$ cat config.mk
export PLATFORM = sky130hd
export DESIGN_NAME = memory_bus_arbiter
export DESIGN_NICKNAME = d
export VERILOG_FILES = /design/src/rtl/memory_bus_arbiter.sv
export SDC_FILE = /design/constraint.sdc
export NUM_CORES = 1
export LEC_CHECK = 0
export CAP_MARGIN = 15
export CORE_AREA = 10 10 161 163
export CTS_CLUSTER_DIAMETER = 60
export DETAILED_ROUTE_END_ITERATION = 16
export DIE_AREA = 0 0 171 173
export PLACE_DENSITY = 0.69
export SETUP_SLACK_MARGIN = 0.2
export SLEW_MARGIN = 20
export SYNTH_ARGS = -nofsm -noshare
export SYNTH_HDL_FRONTEND = slang
export SYNTH_SLANG_ARGS = --single-unit
$ cat constraint.sdc
create_clock -name clock -period 2.6 [get_ports clock]
set_clock_uncertainty 0.2 [all_clocks]
set_input_delay 0.26 -clock clock [delete_from_list [all_inputs] [get_ports clock]]
set_output_delay 0.26 -clock clock [all_outputs]
set_load 0.005 [all_outputs]
$ cat src/rtl/memory_bus_arbiter.sv
// Round-robin arbiter sharing one memory-bus slave port among MASTERS requesters,
// with ID-routed responses. Define MEMORY_ARBITER_STATS_EN to build per-master grant counters.
module memory_bus_arbiter #(
  parameter int MASTERS       = 4,
  parameter int DATA_WIDTH    = 24,
  parameter int ADDRESS_WIDTH = 32,
  parameter int ID_WIDTH      = 4
) (
  input  logic                                     clock,
  input  logic                                     reset,
  input  logic [MASTERS-1:0]                       mValid,
  output logic [MASTERS-1:0]                       mTaken,
  input  logic [MASTERS-1:0][ADDRESS_WIDTH-1:0]    mAddress,
  input  logic [MASTERS-1:0][DATA_WIDTH-1:0]       mData,
  input  logic [MASTERS-1:0]                       mWrite,
  output logic [MASTERS-1:0]                       rValid,
  input  logic [MASTERS-1:0]                       rTaken,
  output logic [DATA_WIDTH-1:0]                    rData,
  output logic                                     sValid,
  output logic [ADDRESS_WIDTH-1:0]                 sAddress,
  output logic [DATA_WIDTH-1:0]                    sData,
  output logic                                     sWrite,
  output logic [ID_WIDTH-1:0]                      sID,
  input  logic                                     sTaken,
  input  logic                                     respValid,
  input  logic [ID_WIDTH-1:0]                      respID,
  input  logic [DATA_WIDTH-1:0]                    respData,
  output logic                                     respTaken,
  output logic [7:0]                               dropCount,
  output logic [MASTERS-1:0][15:0]                 grantCount
);

  localparam int PTR_W = (MASTERS > 1) ? $clog2(MASTERS) : 1;

  typedef enum logic {IDLE, HOLD} state_t;

  state_t             state;
  logic [PTR_W-1:0]   pointer;
  logic [PTR_W-1:0]   granted;
  logic [PTR_W-1:0]   winner;
  logic [PTR_W-1:0]   cand;
  logic               any_valid;
  logic               resp_in_range;

  // Scan from the highest offset down so the lowest offset from pointer wins.
  always_comb begin
    any_valid = 1'b0;
    winner    = '0;
    cand      = '0;
    for (int k = MASTERS - 1; k >= 0; k--) begin
      cand = PTR_W'((int'(pointer) + k) % MASTERS);
      if (mValid[cand]) begin
        any_valid = 1'b1;
        winner    = cand;
      end
    end
  end

  // Grants never look at sTaken, so there is no loop through the slave.
  always_comb begin
    mTaken = '0;
    if (state == IDLE && any_valid) begin
      mTaken[winner] = 1'b1;
    end
  end

  always_ff @(posedge clock or negedge reset) begin
    if (!reset) begin
      state    <= IDLE;
      pointer  <= '0;
      granted  <= '0;
      sValid   <= 1'b0;
      sAddress <= '0;
      sData    <= '0;
      sWrite   <= 1'b0;
      sID      <= '0;
    end else begin
      case (state)
        IDLE: begin
          if (any_valid) begin
            state    <= HOLD;
            granted  <= winner;
            sValid   <= 1'b1;
            sAddress <= mAddress[winner];
            sData    <= mData[winner];
            sWrite   <= mWrite[winner];
            sID      <= ID_WIDTH'(winner);
          end
        end
        HOLD: begin
          if (sTaken) begin
            state   <= IDLE;
            sValid  <= 1'b0;
            pointer <= (granted == PTR_W'(MASTERS - 1)) ? '0 : granted + 1'b1;
          end
        end
        default: state <= IDLE;
      endcase
    end
  end

  assign resp_in_range = ({1'b0, respID} < (ID_WIDTH + 1)'(MASTERS));
  assign rData         = respData;

  // Responses with an unknown ID are swallowed so the slave never stalls on them.
  always_comb begin
    rValid    = '0;
    respTaken = 1'b1;
    if (resp_in_range) begin
      rValid[respID[PTR_W-1:0]] = respValid;
      respTaken                 = rTaken[respID[PTR_W-1:0]];
    end
  end

  always_ff @(posedge clock or negedge reset) begin
    if (!reset) begin
      dropCount <= '0;
    end else if (respValid && !resp_in_range && dropCount != 8'hFF) begin
      dropCount <= dropCount + 8'd1;
    end
  end

`ifdef MEMORY_ARBITER_STATS_EN
  always_ff @(posedge clock or negedge reset) begin
    if (!reset) begin
      grantCount <= '0;
    end else begin
      for (int i = 0; i < MASTERS; i++) begin
        if (mTaken[i]) begin
          grantCount[i] <= grantCount[i] + 16'd1;
        end
      end
    end
  end
`else
  assign grantCount = '0;
`endif

endmodule

* Yosys cells after proc, flatten, opt, wreduce, memory -nomap -nowiden
Index checks and enable logic that the tools add are counted.
Cells by class: $add $sub $neg 5, magnitude comparators 9, equal/unequal tests 4, muxes and demuxes 38, bitwise logic cells 2, reductions and logical operators 9
Operators by type and width (number):
- 32-bit binary-select mux with 2-bit select | 1
- 24-bit binary-select mux with 2-bit select | 1
- 32-bit 2-to-1 mux | 1
- 24-bit 2-to-1 mux | 1
- 2-bit by 3-bit less-than comparator with 1-bit output (second input constant) | 6
- 1-bit 2-to-1 mux | 17
- 1-bit binary-select mux with 2-bit select | 6
- 2-bit 2-to-1 mux | 5
- 8-bit by 1-bit adder with 8-bit output (second input constant) | 1
- 4-bit 2-to-1 mux | 2
- 8-bit inequality test (second input constant) | 1
- 2-bit AND reduction | 3
- 1-bit logical AND | 5
- 2-bit by 1-bit adder with 2-bit output (second input constant) | 2
- 2-bit adder (second input constant) | 2
- 4-bit AND | 1
- 1-bit demux with 2-bit select | 2
- 2-bit by 1-bit >= comparator with 1-bit output (second input constant) | 2
- 4-bit by 3-bit less-than comparator with 1-bit output (second input constant) | 1
- 2-bit inequality test (second input constant) | 2
- 1-bit one-hot mux with 2 select lines | 2
- 2-bit == test (second input constant) | 1
- 1-bit zero test | 1
- 1-bit NOT | 1
Storage, ports and cells: bits in registers 71, input bits 268, output and inout port bits 167

* Logic depth before layout (Yosys ltp)
Gate-level depths: netlist (run 1).
depth in word-level cells 12, mapped depth 7

* Worst setup path before layout (run 1)
No wires, ideal clock.
path kind register -> output, from register pointer[1], to output mTaken[3], data arrival time 1479 ps, data required time 2140 ps, path slack 661 ps, stages on the path, launching flop included 7, buffers on the path 2, cells stage by stage dfrtp_1 -> mux2i_1 -> o2bb2ai_1 -> buf_2 -> buf_2 -> nor2_1 -> and3_1
Between the ends: longest elaborated chain between the ends 12, elaborated cells between the ends (all ways) 26, classes of those cells add/sub: 3; order compare: 2; mux: 19; reduce/logical: 2
RTL lines:
- start, declared | line 38 | logic [PTR_W-1:0] pointer;
- start signal, assigned | line 94 | pointer <= (granted == PTR_W'(MASTERS - 1)) ? '0 : granted + 1'b1;
- 2-bit adder | line 51 | cand = PTR_W'((int'(pointer) + k) % MASTERS);
- 1-bit binary-select mux with 2-bit select | line 52 | if (mValid[cand]) begin
- 1-bit 2-to-1 mux (implied by the code) | line 52
- 2-bit 2-to-1 mux (4 in series) | line 52
- 2-bit by 3-bit less-than comparator with 1-bit output (implied by the code) / 2-bit by 1-bit >= comparator with 1-bit output (equally long branches) | line 63 | mTaken[winner] = 1'b1;
- 1-bit logical AND (implied by the code) | line 63
- 1-bit 2-to-1 mux (implied by the code) | line 63
- 1-bit demux with 2-bit select | line 63
- 4-bit 2-to-1 mux * | line 62 | if (state == IDLE && any_valid) begin
- end, declared | line 12 | output logic [MASTERS-1:0] mTaken,
Mark *: on every way between the ends. The rest lies on a longest branch, timed or not. The select of a mux whose other input is x is not followed.

* Worst setup path after layout (run 1)
from register pointer[1], to output mTaken[0]
The elaborated chain is that of the path after synthesis.

==> results.json, run 1 <==
{
  "status": "finished, final reports clean",
  "ios": 435,
  "place.gp.congestion": 0.808,
  "num_rows": 55,
  "critPathRequiredTime_ps": 2140,
  "gr-total-overflow": 0,
  "synth-seq-area-share_pct": 33.3,
  "core_mm2": 0.0226,
  "final_common_cell": "clkdlybuf4s50_1",
  "port_buffers": 320,
  "clock_latency_ps": 340,
  "peakVddDrop_v": 0.000481,
  "placed_area_mm2": 0.00854,
  "route.met3.wl_um": 2710,
  "setup_tns_ps": 0,
  "reg2reg_slack_ps": 460,
  "grtUsageTotal_pct": 15.9,
  "cts.sinks": 71,
  "antenna_found_initial": 0,
  "yosysWarnings": 0,
  "synth_top_cell_area_share_pct": 33.3,
  "final_cell_mix": "313 x clkdlybuf4s50_1, 69 x dfrtp_1, 67 x nand2_1",
  "ys_async_sr_fraction_pct": 100,
  "wl_per_cell_um": 20.6,
  "reg2reg_depth": 6,
  "hold_viol_final": 0,
  "switching_share_pct": 35.8,
  "dieWidth_um": 171,
  "r2r-end": "sData[5]",
  "final_nets": 1169,
  "slew_headroom_pct": 62.6,
  "vias_per_cell": 4.61,
  "clockPowerShare_pct": 20.6,
  "final_area_mm2": 0.00894,
  "synth_area_leaders": "dfrtp_1 33%, buf_4 13%, mux2i_1 11%",
  "cts.reportedPaths.clkPinSlew_ps": 60,
  "synth.avg_cell_area_um2": 8.63,
  "synthCells": 618,
  "rsz0062_at_grt": "false",
  "finalCritPeriodShare_pct": 86.3,
  "tightestPinTransition_ps": 561,
  "endpoint_kind": "output port",
  "first_pass_iters": 4,
  "die_h_um": 173,
  "synth.largest_area_cell": "dfrtp_1",
  "slew_viol_final": 0,
  "setup_violations": 0,
  "drt_iter0_markers": 276,
  "top_layer": "met4",
  "ys_ff_latch": 71,
  "p_int_uw": 4390,
  "crit_path_max_fanout": 6,
  "routed_wl_um": 24400,
  "grt_max_degree": 61,
  "power.leakage_uw": 0.00377,
  "combPwrFrac_pct": 51.5,
  "worstHoldPathType": "input pin to asynchronous set/reset pin",
  "worstSetupPathType": "register to output port",
  "dp.final_hpwl_um": 18900,
  "p_sw_uw": 2450,
  "timing.rr.start": "pointer[1]",
  "startpoint_type": "register",
  "wl_met1_um": 9140,
  "ys.flop_type": "dfrtp_1",
  "grt_pass1_wl_um": 36700,
  "cts_tree": "done",
  "worstPathArrival_ps": 1780,
  "drv_cap": 0,
  "clockRootBuffer": "clkbuf_16",
  "p_per_area_mw_per_mm2": 765,
  "yosys.cell_types.count": 36,
  "vias": 5476,
  "syn2layout_area_growth_pct": 67.6,
  "fin_util_pct": 39.6,
  "wl_met2_um": 12200,
  "p_seq_share_pct": 27.9,
  "drive_gt1_share_pct": 6.75,
  "numCtsBuffers": 9,
  "htreeDepth": 3,
  "grt_pass1_vias": 5924,
  "n_antenna_cell": 0,
  "synth.cell_area_mm2": 0.00533,
  "fin_crit_ps": 2240,
  "antenna_left": 0,
  "die_area_mm2": 0.0296,
  "synth_edf_count": 0,
  "clock.fmax_ghz": 0.446,
  "clockBufferDepth": 2,
  "initial_core_util_pct": 23.6,
  "drc": 0
}
stage by stage:
step / hold slack, ps / power [uW] / setup WS [ps] / std cells
after global placement: 77.2 / 5390 / 76.9 / 1169
after detailed placement: 82.4 / 5430 / 82.8 / 1169
after global routing: 273 / 7320 / 252 / 1189
final: 245 / 6840 / 356 / 1189
after floorplan: -236 / 3470 / 661 / 683
after CTS: 245 / 6960 / 138 / 1189
final cells by class:
| type | instances | area (um2) |
|---|---|---|
| fillers | 2303 | 13600 |
| repair buffers | 344 | 3480 |
| multi-input cells | 472 | 2980 |
| flip-flops and latches | 71 | 1780 |
| well taps | 285 | 357 |
| clock buffers | 11 | 253 |
| clock inverters | 5 | 80.1 |
| inverters | 1 | 3.75 |
worst max-delay path: stages, from the launching register on:
cell	delay, ps
dfrtp_2	460
buf_4	150
a211oi_2	250
buf_4	170
o21ai_4	50
nor2_1	90
dlygate4sd2_1	270
registers in the layout, indices dropped and copies added (netlist names):
register,cells
sAddress,32
sID,2
pointer,2
sValid,1
sData,24
sWrite,1
state,1
dropCount,8
metal layers:
| layer | up-vias | GRT usage, % |
|---|---|---|
| li1 | 2609 | - |
| met1 | 2570 | 17.7 |
| met2 | 270 | 27.2 |
| met3 | 27 | 6.19 |
| met4 | 0 | 4.31 |
| met5 | - | 0 |
power by group through the flow:
stage	clock network, uW	logic, uW	registers (uW)
finish	1410	3520	1900
global route	1530	3830	1970
CTS	1480	3570	1910
detailed placement	0	3500	1920
global placement	0	3480	1910
floorplan	0	1560	1910
logic make-up (layout without fill, tap and decap cells):
group	count (synthesis)	after routing	share of synthesized area [%]
AO/OA/AOI/OAI	181	181	23.1
AND/OR/NAND/NOR	154	154	12.9
buffers and inverters	140	361	17.1
flip-flops	71	71	33.3
multiplexers	62	62	11.9
XOR/XNOR	7	7	1.15
adder cells (fa/ha/maj)	2	2	0.469
other	1	66	0.0703
cells in the mapped netlist (all sizes together), types with 2 or more instances:
master,count
ha,2
nor2,12
o21ai,59
a21o,58
clkbuf,20
xnor2,4
nand3,59
nand2b,3
buf,119
and3,2
nor3,3
nand2,69
mux2,2
xor2,3
mux2i,59
o211ai,57
nand4,3
dfrtp,71
worst max-delay path by stage:
| stage | from | endpoint |
|---|---|---|
| 3_5_place_dp | mValid[1] | mTaken[3] |
| 5_1_grt | pointer[1] | mTaken[0] |
| 4_1_cts | pointer[1] | mTaken[2] |
| 2_1_floorplan | pointer[1] | mTaken[3] |
| 6_report | pointer[1] | mTaken[0] |
| 3_3_place_gp | mValid[1] | mTaken[3] |
what timing repair did:
item / 4_1_cts / 5_1_grt
setup buffers: 3 / 0
hold buffers: 1 / 0
resized for setup: 11 / 4
endpoints found under the setup margin: 4 / 2
pin swaps: 2 / 0
endpoints found under the hold margin: 35 / 0
Note: power is estimated with default switching activity, not from simulation.
==> run 2, diff against run 1 <==
--- a/config.mk
+++ b/config.mk
@@ -5,13 +5,14 @@
 export SDC_FILE = /design/constraint.sdc
 export NUM_CORES = 1
 export LEC_CHECK = 0
+export ABC_AREA = 1
 export CAP_MARGIN = 15
-export CORE_AREA = 10 10 161 163
+export CORE_AREA = 10 10 162 164
 export CTS_CLUSTER_DIAMETER = 60
 export DETAILED_ROUTE_END_ITERATION = 16
-export DIE_AREA = 0 0 171 173
-export PLACE_DENSITY = 0.69
-export SETUP_SLACK_MARGIN = 0.2
+export DIE_AREA = 0 0 172 174
+export PLACE_DENSITY = 0.75
+export SETUP_SLACK_MARGIN = 0.1
 export SLEW_MARGIN = 20
 export SYNTH_ARGS = -nofsm -noshare
 export SYNTH_HDL_FRONTEND = slang
==> run 2 against run 1 <==
  * Sequential cell count is the same
  * Core utilization grew 4.7 points
  * Cell count grew 44%
  * Non-clock buffer count grew 12
  * Die area grew 1.2%
  * Worst setup slack lost 150 ps
  * Area after synthesis grew 25%
  * Critical path depth grew 6
  * Final area grew 15%
  * Global-route usage grew 0.71 points
  * Register-to-register slack lost 220 ps
  * Clock-buffer cell count shrank 2
==> results.json, run 2 <==
{
  "hold_slack_ps": 277,
  "final_common_cell": "nand2_1",
  "syn2layout_area_growth_pct": 54.2,
  "final_nets": 1686,
  "cts_tree": "done",
  "worstHoldPathType": "input pin to asynchronous set/reset pin",
  "synth_edf_count": 0,
  "largest-register": "sAddress",
  "place_inst": 1688,
  "crit_path_max_fanout": 5,
  "largest_reg_flops": 32,
  "switching_share_pct": 49.7,
  "synth.cell_area_mm2": 0.00664,
  "dp.final_hpwl_um": 20700,
  "startpoint_type": "register",
  "numCtsBuffers": 9,
  "clockPowerShare_pct": 10.4,
  "p_seq_share_pct": 15.6,
  "reg2reg_depth": 16,
  "core_mm2": 0.0231,
  "slew_viol_final": 0,
  "ios": 435,
  "fin_crit_ps": 2390,
  "tightestPinTransition_ps": 581,
  "worstSetupPathType": "register to output port",
  "grt_max_degree": 63,
  "yosysWarnings": 0,
  "p_per_area_mw_per_mm2": 1280,
  "ys.flop_type": "dfrtp_1",
  "cts.sinks": 71,
  "num_rows": 56,
  "p_int_uw": 6610,
  "synth_top_cell_area_share_pct": 26.8,
  "die_area_mm2": 0.0299,
  "die_h_um": 174,
  "routed_wl_um": 27000,
  "ys_ff_latch": 71,
  "p_sw_uw": 6520,
  "vias": 7607,
  "wl_per_cell_um": 15.8,
  "rsz0062_at_grt": "true",
  "n_antenna_cell": 0,
  "power.leakage_uw": 0.00572,
  "endpoint_kind": "output port",
  "htreeDepth": 3,
  "critPathRequiredTime_ps": 2140,
  "setup_tns_ps": 0,
  "synth_area_leaders": "dfrtp_1 27%, nand2_1 22%, nand3_1 18%",
  "power_uw": 13100,
  "initial_core_util_pct": 28.7,
  "combPwrFrac_pct": 74.0,
  "multi_input_area_mm2": 0.00321,
  "drv_cap": 0,
  "nFillCells": 2372,
  "synthCells": 1135,
  "clockRootBuffer": "clkbuf_16",
  "hold_viol_final": 0,
  "drc": 0,
  "ys_async_sr_fraction_pct": 100,
  "drt_iter0_markers": 426,
  "grt_pass1_vias": 7508,
  "grtUsageTotal_pct": 16.6,
  "finalNonFillerCells": 1711,
  "yosys.cell_types.count": 26,
  "port_buffers": 320,
  "final_cell_mix": "379 x nand2_1, 315 x clkdlybuf4s50_1, 240 x inv_1",
  "gr-total-overflow": 0,
  "synth-seq-area-share_pct": 26.8,
  "grt_pass1_wl_um": 39800,
  "status": "finished, final reports clean",
  "dieWidth_um": 172,
  "ys_top_cells_by_count": "387 x nand2_1, 240 x inv_1, 239 x nand3_1",
  "synthMostInstantiatedCell": "nand2_1",
  "r2r-end": "sWrite",
  "clock.fmax_ghz": 0.418,
  "antenna_found_initial": 0,
  "cts.reportedPaths.clkPinSlew_ps": 60,
  "slew_headroom_pct": 61.2,
  "worstPathArrival_ps": 1930,
  "synth.largest_area_cell": "dfrtp_1",
  "timing.rr.start": "pointer[0]",
  "reg2reg_slack_ps": 240,
  "place.gp.congestion": 0.929,
  "clock_latency_ps": 330,
  "antenna_left": 0,
  "reg_top3": "sAddress: 32 flops, sData: 24 flops, dropCount: 8 flops",
  "setup_violations": 0,
  "clockBufferDepth": 2,
  "vias_per_cell": 4.45,
  "first_pass_iters": 5,
  "peakVddDrop_v": 0.00114,
  "drive_gt1_share_pct": 5.42,
  "seq_area_mm2": 0.00178,
  "finalCritPeriodShare_pct": 92.0,
  "synth.avg_cell_area_um2": 5.85
}
## run 2: worst max-delay path, cell delays in order, from the launching register on
cell	delay, ps
dfrtp_1	420
inv_2	90
nand2_1	90
nand2_2	70
nand2_1	100
nand2_1	110
nor2_2	130
nor2_2	60
nand2_4	90
nand2_4	70
buf_4	140
nor2_1	110
clkbuf_2	130
## run 2: power by group through the flow
stage	sequential (uW)	combinational, uW	clock (uW)
after floorplan	2040	5840	0
after global placement	2040	9080	0
after detailed placement	2050	9240	0
after CTS	2050	9270	1410
after global routing	2110	10900	1470
final	2040	9710	1360
## run 2: stage by stage
step           utilization [%]  cell area [um2]  worst slack [ps]
6_report                  44.3            10200               207
2_1_floorplan                -             6880               555
3_5_place_dp              42.2             9760             -48.0
3_3_place_gp              42.2             9760             -28.4
4_1_cts                   43.7            10100              73.6
5_1_grt                   44.3            10200              16.9
## run 2: worst max-delay path by stage
stage                     slack [ps]  depth (start not counted)  startpoint        end
after global placement           -30                         13   mValid[1]  mTaken[2]
after global routing              20                         11  pointer[0]  mTaken[2]
after floorplan                  550                         13  pointer[0]  mTaken[1]
final                            210                         12  pointer[1]  mTaken[2]
after CTS                         70                         12  pointer[1]  mTaken[2]
after detailed placement         -50                         13   mValid[2]  mTaken[2]
## run 2: layout make-up
class                      count  area share (%)
timing repair buffer         356            35.7
multi-input combinational    734            31.3
sequential                    71            17.4
inverter                     244            8.97
tap                          290            3.54
clock buffer                   9            2.20
clock inverter                 7           0.929
## run 2: kinds of logic after synthesis
family                     count (synthesis)  synth area share, %
and+or+nand+nor                          652                 42.1
other                                      1               0.0565
AOI/OAI and AO/OA                          6                0.546
DFF                                       71                 26.8
xor gates and xnor gates                   7                0.923
muxes                                      1                0.170
buffers and inverters                    395                 29.1
adders and majority gates                  2                0.377
## run 2: metal layers
| metal | vias up | track usage, % | wire length (um) |
|---|---|---|---|
| li1 | 3787 | - | - |
| met1 | 3468 | 19.2 | 11000 |
| met2 | 304 | 27.9 | 13100 |
| met3 | 48 | 5.05 | 2230 |
| met4 | 0 | 6.11 | 719 |
| met5 | - | 0 | 0 |
## run 2: timing repair
| item | CTS | global route |
|---|---|---|
| buffers inserted | 0 | 2 |
| hold buffers | 1 | 0 |
| pin swaps | 1 | 4 |
| resized for setup | 11 | 16 |
| gates cloned | 0 | 4 |
| setup endpoints to repair | 6 | 40 |
| hold endpoints to repair | 39 | 0 |
==> run 3, diff against run 2 <==
--- a/config.mk
+++ b/config.mk
@@ -6,12 +6,14 @@
 export NUM_CORES = 1
 export LEC_CHECK = 0
 export ABC_AREA = 1
+export ABC_CLOCK_PERIOD_IN_PS = 2600
 export CAP_MARGIN = 15
 export CORE_AREA = 10 10 162 164
 export CTS_CLUSTER_DIAMETER = 60
 export DETAILED_ROUTE_END_ITERATION = 16
 export DIE_AREA = 0 0 172 174
-export PLACE_DENSITY = 0.75
+export HOLD_SLACK_MARGIN = 0.03
+export PLACE_DENSITY = 0.74
 export SETUP_SLACK_MARGIN = 0.1
 export SLEW_MARGIN = 20
 export SYNTH_ARGS = -nofsm -noshare
==> run 3 against run 2 <==
  * First-iteration DRC count is 4.9% higher
  * Non-clock buffer count is 4 higher
  * Die area unchanged
  * Critical endpoint is now mTaken[3]
  * Sequential power is essentially flat
  * Worst setup slack improved by 27 ps
  * Highest routed layer unchanged
  * Core utilization rose by 0.12 points
  * Critical path depth shrank 1
  * Clock power is 9.6% higher
==> results.json, run 3 (synthesis gave the netlist of run 2 again) <==
{
  "critPathRequiredTime_ps": 2140,
  "peakVddDrop_v": 0.000758,
  "dp.final_hpwl_um": 20800,
  "slew_headroom_pct": 41.3,
  "cpPeakStageDelay_ps": 460,
  "p_per_area_mw_per_mm2": 1280,
  "setup_violations": 0,
  "multi_input_area_mm2": 0.00323,
  "crit_path_max_fanout": 8,
  "place.gp.congestion": 0.868,
  "tightestPinTransition_ps": 881,
  "drive_gt1_share_pct": 6.11,
  "power.leakage_uw": 0.00574,
  "vias": 7580,
  "clock_latency_ps": 330,
  "hold_viol_final": 0,
  "final_cell_mix": "375 x nand2_1, 315 x clkdlybuf4s50_1, 239 x inv_1, 239 x nand3_1, 70 x dfrtp_1",
  "crit_path_frequent_cell": "nand2_1",
  "syn2layout_area_growth_pct": 54.7,
  "cts.reportedPaths.clkPinSlew_ps": 60,
  "ios": 435,
  "largest_reg_flops": 32,
  "drt_iter0_markers": 447,
  "worstHoldPathType": "register to register",
  "endpoint_kind": "output port",
  "first_pass_iters": 5,
  "startpoint_type": "register",
  "finalCritPeriodShare_pct": 91.0,
  "cts.sinks": 71,
  "drv_cap": 0,
  "die_area_mm2": 0.0299,
  "reg2reg_depth": 16,
  "fin_crit_ps": 2370,
  "grt_pass1_vias": 7481,
  "die_h_um": 174,
  "wl_per_cell_um": 15.4,
  "dieWidth_um": 172,
  "slew_viol_final": 0,
  "grt_max_degree": 64,
  "worstPathArrival_ps": 1910,
  "setup_tns_ps": 0,
  "seq_area_mm2": 0.00178,
  "grt_pass1_wl_um": 39900,
  "n_antenna_cell": 0,
  "fin_util_pct": 44.4,
  "grtUsageTotal_pct": 16.6,
  "antenna_found_initial": 0,
  "final_nets": 1690,
  "nFillCells": 2416,
  "initial_core_util_pct": 28.7,
  "htreeDepth": 3,
  "vias_per_cell": 4.42,
  "final_area_mm2": 0.0103,
  "reg_top3": "sAddress: 32 flops, sData: 24 flops, dropCount: 8 flops",
  "status": "finished, final reports clean",
  "dp_worst_setup_slack_ps": -35.7,
  "core_mm2": 0.0231,
  "port_buffers": 320,
  "clockBufferDepth": 2,
  "worstSetupPathType": "register to output port",
  "final_common_cell": "nand2_1",
  "antenna_left": 0,
  "num_rows": 56,
  "cp_slowest_cell": "dfrtp_2",
  "path_cells": "inv_4, nand2_1, nand3_1, nand3_1, nand2_1, nand2_1, nand2_1, buf_4, o21ai_4, nor2_2, clkbuf_2",
  "cts_tree": "done",
  "routed_wl_um": 26500,
  "clock.fmax_ghz": 0.423,
  "numCtsBuffers": 9,
  "rsz0062_at_grt": "true",
  "drc": 0,
  "placed_area_mm2": 0.00982,
  "setup_ws_ps": 234,
  "gr-total-overflow": 0,
  "largest-register": "sAddress",
  "clockRootBuffer": "clkbuf_16",
  "hold_path_depth": 2
}
[run 3: path summary, 6_finish.rpt]
kind                              startpoint            to  slack [ps]
worst max-delay path              pointer[0]     mTaken[3]         230
worst min-delay path            sAddress[30]  sAddress[30]         280
worst max register to register    pointer[0]      sData[5]         270
worst min register to register  sAddress[30]  sAddress[30]         280
max in group asynchronous              reset    pointer[0]        1160
min in group asynchronous              reset   sAddress[3]         390
[run 3: worst max-delay path: cells and delay by family (launching register included)]
kind	cells	cell delay, ps
AO/OA/AOI/OAI	1	240
flip-flops	1	460
buffers and inverters	3	340
AND/OR/NAND/NOR	7	520
[run 3: cell type report]
cell class              instances  area share, %
well taps                     290           3.53
flip-flops and latches         71           17.3
clock buffers                  11           2.46
clock inverters                 5           1.01
multi-input cells             734           31.4
repair buffers                360           35.3
inverters                     244           8.94
[run 3: timing repair]
action	in CTS	in global routing
pin swaps	2	7
endpoints found under the setup margin	4	49
hold buffers	1	0
cloned	0	1
resized for setup	8	23
hold endpoints to repair	61	0
buffers inserted	1	2
[run 3: per-stage QoR]
stage	std cells	hold slack, ps	power [uW]
CTS	1712	281	13100
global route	1715	304	14500
detailed placement	1694	237	11500
finish	1715	278	13100
floorplan	1200	-236	7880
global placement	1694	231	11300
[run 3: where the power goes]
| part | switching [uW] | leakage, uW | internal, uW | total [uW] |
|---|---|---|---|---|
| Sequential | 377 | 0.000872 | 1690 | 2070 |
| Clock | 495 | 0.000176 | 990 | 1490 |
| Combinational | 5500 | 0.00469 | 4040 | 9550 |
[run 3: metal layers]
metal	GRT usage, %	share of wire [%]	up-vias
li1	-	-	3802
met1	20.2	41	3417
met2	27.1	48	324
met3	4.76	9.0	37
met4	5.79	2.1	0
met5	0	0	-
